[config.mk]
export PLATFORM = sky130hd
export DESIGN_NAME = tile_line_fetcher
export DESIGN_NICKNAME = d
export VERILOG_FILES = /design/src/rtl/tank_gfx_pkg.sv /design/src/rtl/tile_line_fetcher.sv
export SDC_FILE = /design/constraint.sdc
export NUM_CORES = 1
export LEC_CHECK = 0
export CORE_MARGIN = 2
export CORE_UTILIZATION = 37
export CTS_BUF_LIST = sky130_fd_sc_hd__clkbuf_4
export DETAILED_ROUTE_END_ITERATION = 8
export PLACE_DENSITY = 0.8
export SLEW_MARGIN = 40
export SYNTH_ARGS = -nofsm -noshare
export SYNTH_HDL_FRONTEND = slang
export SYNTH_SLANG_ARGS = --single-unit
[constraint.sdc]
create_clock -name clk -period 2.7 [get_ports clk]
set_input_delay 0.54 -clock clk [delete_from_list [all_inputs] [get_ports clk]]
set_output_delay 0.54 -clock clk [all_outputs]
set_load 0.05 [all_outputs]
[src/rtl/tank_gfx_pkg.sv]
// Shared tile-graphics definitions: playfield geometry, tile ids and fetcher FSM states.
package tank_gfx_pkg;

    localparam int TILE_PX = 16;
    localparam int MAP_W   = 13;
    localparam int MAP_H   = 13;
    localparam int PIX_W   = 4;
    localparam int LINE_W  = MAP_W * TILE_PX;

    typedef enum logic [2:0] {
        EMPTY  = 3'd0,
        BRICK  = 3'd1,
        STEEL  = 3'd2,
        WATER  = 3'd3,
        FOREST = 3'd4,
        ICE    = 3'd5,
        BASE   = 3'd6
    } tile_id_e;

    typedef enum logic [2:0] {
        IDLE     = 3'd0,
        MAP_RD   = 3'd1,
        MAP_WAIT = 3'd2,
        EMIT     = 3'd3,
        DONE     = 3'd4
    } fetch_state_e;

endpackage

[src/rtl/tile_line_fetcher.sv]
// Walks one tile-map row and streams the selected ROM row of each tile into the
// playfield line buffer, one palette index per cycle.
module tile_line_fetcher
    import tank_gfx_pkg::*;
#(
    parameter int MAP_W = 13,
    parameter int MAP_H = 13,
    parameter int PIX_W = 4,
    parameter int TID_W = 3
) (
    input  logic                  clk,
    input  logic                  rst_n,
    input  logic                  start,
    input  logic                  abort,
    input  logic [7:0]            line_y,
    output logic                  map_rd_en,
    output logic [7:0]            map_addr,
    input  logic [TID_W-1:0]      map_data,
    output logic [TID_W-1:0]      rom_tile_id,
    output logic [3:0]            rom_row,
    input  logic [16*PIX_W-1:0]   rom_row_data,
    output logic                  lb_wr_en,
    output logic [7:0]            lb_addr,
    output logic [PIX_W-1:0]      lb_wr_data,
    output logic                  busy,
    output logic                  done,
    output logic                  range_err
);

    localparam logic [7:0] Y_LIM    = 8'(MAP_H * TILE_PX);
    localparam logic [3:0] LAST_COL = 4'(MAP_W - 1);

    fetch_state_e     state, state_nxt;
    logic [3:0]       col, px, row;
    logic [7:0]       y_q;
    logic [TID_W-1:0] tid;
    logic [PIX_W-1:0] pix;
    logic             start_ok, start_bad;

    assign row       = y_q[7:4];
    assign start_ok  = start && !abort && (line_y <  Y_LIM);
    assign start_bad = start && !abort && (line_y >= Y_LIM);

    always_comb begin
        state_nxt = state;
        if (abort && state != IDLE) begin
            state_nxt = IDLE;
        end else begin
            case (state)
                IDLE:     if (start_ok) state_nxt = MAP_RD;
                MAP_RD:   state_nxt = MAP_WAIT;
                MAP_WAIT: state_nxt = EMIT;
                EMIT:     if (px == 4'd15) state_nxt = (col == LAST_COL) ? DONE : MAP_RD;
                DONE:     state_nxt = IDLE;
                default:  state_nxt = IDLE;
            endcase
        end
    end

    always_ff @(posedge clk or negedge rst_n) begin
        if (!rst_n) begin
            state     <= IDLE;
            col       <= '0;
            px        <= '0;
            y_q       <= '0;
            tid       <= '0;
            range_err <= 1'b0;
        end else begin
            state     <= state_nxt;
            range_err <= (state == IDLE) && start_bad;
            case (state)
                IDLE: begin
                    if (start_ok) begin
                        y_q <= line_y;
                        col <= '0;
                        px  <= '0;
                    end
                end
                MAP_WAIT: begin
                    tid <= map_data;
                    px  <= '0;
                end
                EMIT: begin
                    px <= px + 4'd1;
                    if (px == 4'd15 && col != LAST_COL) col <= col + 4'd1;
                end
                default: ;
            endcase
        end
    end

    // row*13 built from shifts so no multiplier is inferred
    assign map_addr = {1'b0, row, 3'b000} + {2'b00, row, 2'b00} + {4'b0000, row} + {4'b0000, col};
    assign map_rd_en = (state == MAP_RD);

    assign pix        = rom_row_data[px*PIX_W +: PIX_W];
    assign lb_wr_en   = (state == EMIT);
    assign lb_addr    = {col, px};
    assign lb_wr_data = (lb_wr_en && tid != TID_W'(EMPTY)) ? pix : '0;

    assign rom_tile_id = tid;
    assign rom_row     = y_q[3:0];
    assign busy        = (state != IDLE);
    assign done        = (state == DONE);

endmodule
==> impl_metrics.toml <==
[yosys]
ys_dominant_reg_cell = "dfrtp_1"
synth-edff-count = 0
yosys_warnings = 0
seq_area_frac_synth_pct = 27.86
syn_nets = 280
netlist_top_cells_area = "dfrtp_1 28%, mux4_2 13%, ha_1 10%"
post_synthesis_cell_area_um2 = 2066
synth.lib_cells_used.distinct = 42
postSynthCellCount = 180
ys_seq_elements = 23
async_reset_ff_share_pct = 100.0
netlist.area_leader.share_pct = 27.86
mean_area_per_synthesized_cell_um2 = 11.48
yosysTopAreaCell = "dfrtp_1"

[min_path]
hold_class = "flip-flop to flip-flop"

[cts]
cts_tree = "done"
clock-root-buffer = "clkbuf_4"
clk-insertion-delay-late_ns = 0.32
max-clock-path-buffers = 2
number_of_clock_sinks = 23
cts_made_buffers = 3
clock_slew_at_reported_path_ffs_ns = 0.13
cts.htree.levels = 1

[timing]
min_period_over_period_pct = 126.2
hold_viol = 0
setup_viol_count_final = 5
maxSlewViolCount = 0
final_critical_path_setup_slack_ns = -0.7072
slew-limit-headroom_pct = 46.60
final.min_clock_period_ns = 3.407
grt_setup_unrepaired = "yes"
tightest_slew_ns = 0.7943
worst_clock_skew_ns = 0.01240
fmax_mhz = 293.5

[critical_path]
cp_max_fo = 2
timing.critical_path.slowest_stage_cell = "fa_1"
startpoint_types = "flip-flop"
cp.required_ns = 2.16
setup.worst_path.class = "flip-flop to output port"
worst_path_dominant_cell_family = "adder cells"
timing.critical_path.cells = "inv_2 -> fa_1 -> inv_1 -> fa_1 -> ha_1 -> a21oi_2 -> o211ai_1 -> a21oi_2 -> xnor2_4 -> buf_12"
critical_path.n_buffers_inverters = 3
timing.critical_path.slowest_cell_delay_ns = 0.53
critPathCaptureType = "output port"
worst-endpoint-arrival_ns = 2.87

[finish]
area_delta_synth_final_pct = 71.05
leading_cell_type_in_the_layout_fill_and_taps_excluded = "clkdlybuf4s50_1"
finish.utilization_pct = 64.96
finished_layout_cells = 375
drive_above_1_share_pct = 30.03
finish.net_count = 404
final_cell_mix = "99 x clkdlybuf4s50_1, 24 x buf_4, 21 x dfrtp_1, 16 x ha_1, 13 x inv_1"
n_antenna_cell = 0

[placement]
preCtsSetupSlack_ns = -0.3956
portBuffers = 110
detailedPlacementHpwl_um = 4680
dpl.cell_count = 370
gp_congestion = 0.7446

[status]
status = "finished, violations left"
violations = "negative setup slack"

[flow_run]
cap_violations = 0

[routing]
count_of_routing_violations_after_the_opening_detailed_route_iteration = 35
detail_route.wirelength_um = 5582
detailedRoute.firstPassIterationCount = 2
vias_per_cell = 4.856
routed-via-count = 1821
drc = 0
routed_wire_length_per_instance_um = 14.89
detail-route-antenna-nets = 0

[grt]
first_global_vias = 1875
grt_antenna_before_repair = 0
grt_pass1_wl_um = 8783
grt_overflow = 0
pin_count_of_the_biggest_net_entering_global_routing = 24
grt_use_total_pct = 17.54

[power]
vdd_ir_drop_max_uv = 1851
power.static_leakage_uw = 0.001467
pwr_density_cell_nw_per_um2 = 1463
totalPowerFinal_uw = 5168

[floorplan]
placeableCoreArea_um2 = 5439
start_util_pct = 37.98
floorplan.die.width_um = 78.72
chip_height_um = 78.72
rows = 27
io_pins = 111
die_area_um2 = 6197
## per-stage QoR
step	area [um^2]	hold slack (ns)	TNS, ns
5_1_grt	3533	0.5507	-3.573
2_1_floorplan	2153	0.2444	-1.840
3_5_place_dp	3453	0.4926	-1.295
3_3_place_gp	3453	0.4846	-1.024
6_report	3533	0.5103	-2.932
4_1_cts	3506	0.5126	-3.085
## what timing repair did
action / in CTS / in global routing
setup endpoints to repair: 8 / 10
pin swaps: 2 / 4
gates resized for setup: 5 / 9
buffers inserted: 1 / 0
hold buffers: 0 / 0
## synthesized netlist by cell type, drive strengths merged, types with 2 or more instances
| library cell | instances |
|---|---|
| nor2 | 5 |
| o211ai | 2 |
| nand2 | 6 |
| ha | 17 |
| o21ai | 7 |
| nand3 | 8 |
| nor2b | 7 |
| or3 | 2 |
| nor3b | 2 |
| inv | 20 |
| mux2 | 10 |
| mux4 | 16 |
| a211oi | 8 |
| a21oi | 3 |
| fa | 4 |
| a22o | 3 |
| dfrtp | 23 |
| xnor2 | 5 |
| xor2 | 2 |
| mux2i | 5 |
| and2 | 2 |
| buf | 11 |
## registers in the layout, summed over array words and instances (netlist names)
name and flops:
y_q 8, state 3, range_err 1, col 4
px 4, rom_tile_id 3
## path summary, 6_finish.rpt
check | from | to | slack [ns] | depth (start not counted)
hold / removal | px[0] | px[0] | 0.51 | 1
setup / recovery | y_q[5] | map_addr[7] | -0.71 | 10
setup reg to reg | px[0] | state[0] | 0.75 | 7
min in group asynchronous | rst_n | y_q[0] | 0.56 | 2
max in group asynchronous | rst_n | col[2] | 1.87 | 2
hold reg to reg | px[0] | px[0] | 0.51 | 1
## logic make-up after synthesis
group / Yosys count / share of synthesized area [%]
AND/OR/NAND/NOR: 38 / 11.39
buffers and inverters: 33 / 8.176
multiplexers: 31 / 26.23
AO/OA/AOI/OAI: 27 / 9.206
flip-flops: 23 / 27.86
adder cells (fa/ha/maj): 21 / 14.17
XOR/XNOR: 7 / 2.968
## layout make-up
class                           count  area (um^2)
Fill cell                         423         1906
Sequential cell                    23        578.1
Timing Repair Buffer              131         1323
Clock inverter                      1        5.005
Tap cell                           72        90.09
Inverter                           21        80.08
Multi-Input combinational cell    124         1435
Clock buffer                        3        22.52
## report_power, final
part           internal (uW)  switching (uW)  leakage, uW
Sequential               457             103     0.000289
Combinational           2140            2310      0.00116
Clock                   55.4             105    0.0000177
## per-layer routing
layer  up-vias  GRT usage, %  routed length (um)
met1       877         23.27                2387
met5         -             0                   0
met2        35         31.54                2979
met3         6         1.932                 170
met4         0         2.632                  44
li1        903             -                   -
## worst reg2reg max path: cells and delay by family (launching register included)
| family | cells | cell delay, ns |
|---|---|---|
| simple gates | 2 | 0.56 |
| flops | 1 | 0.42 |
| fa+ha+maj | 1 | 0.23 |
| compound gates | 2 | 0.27 |
| buf+inv | 2 | 0.40 |
No activity file was read; power rests on OpenSTA's default activity.
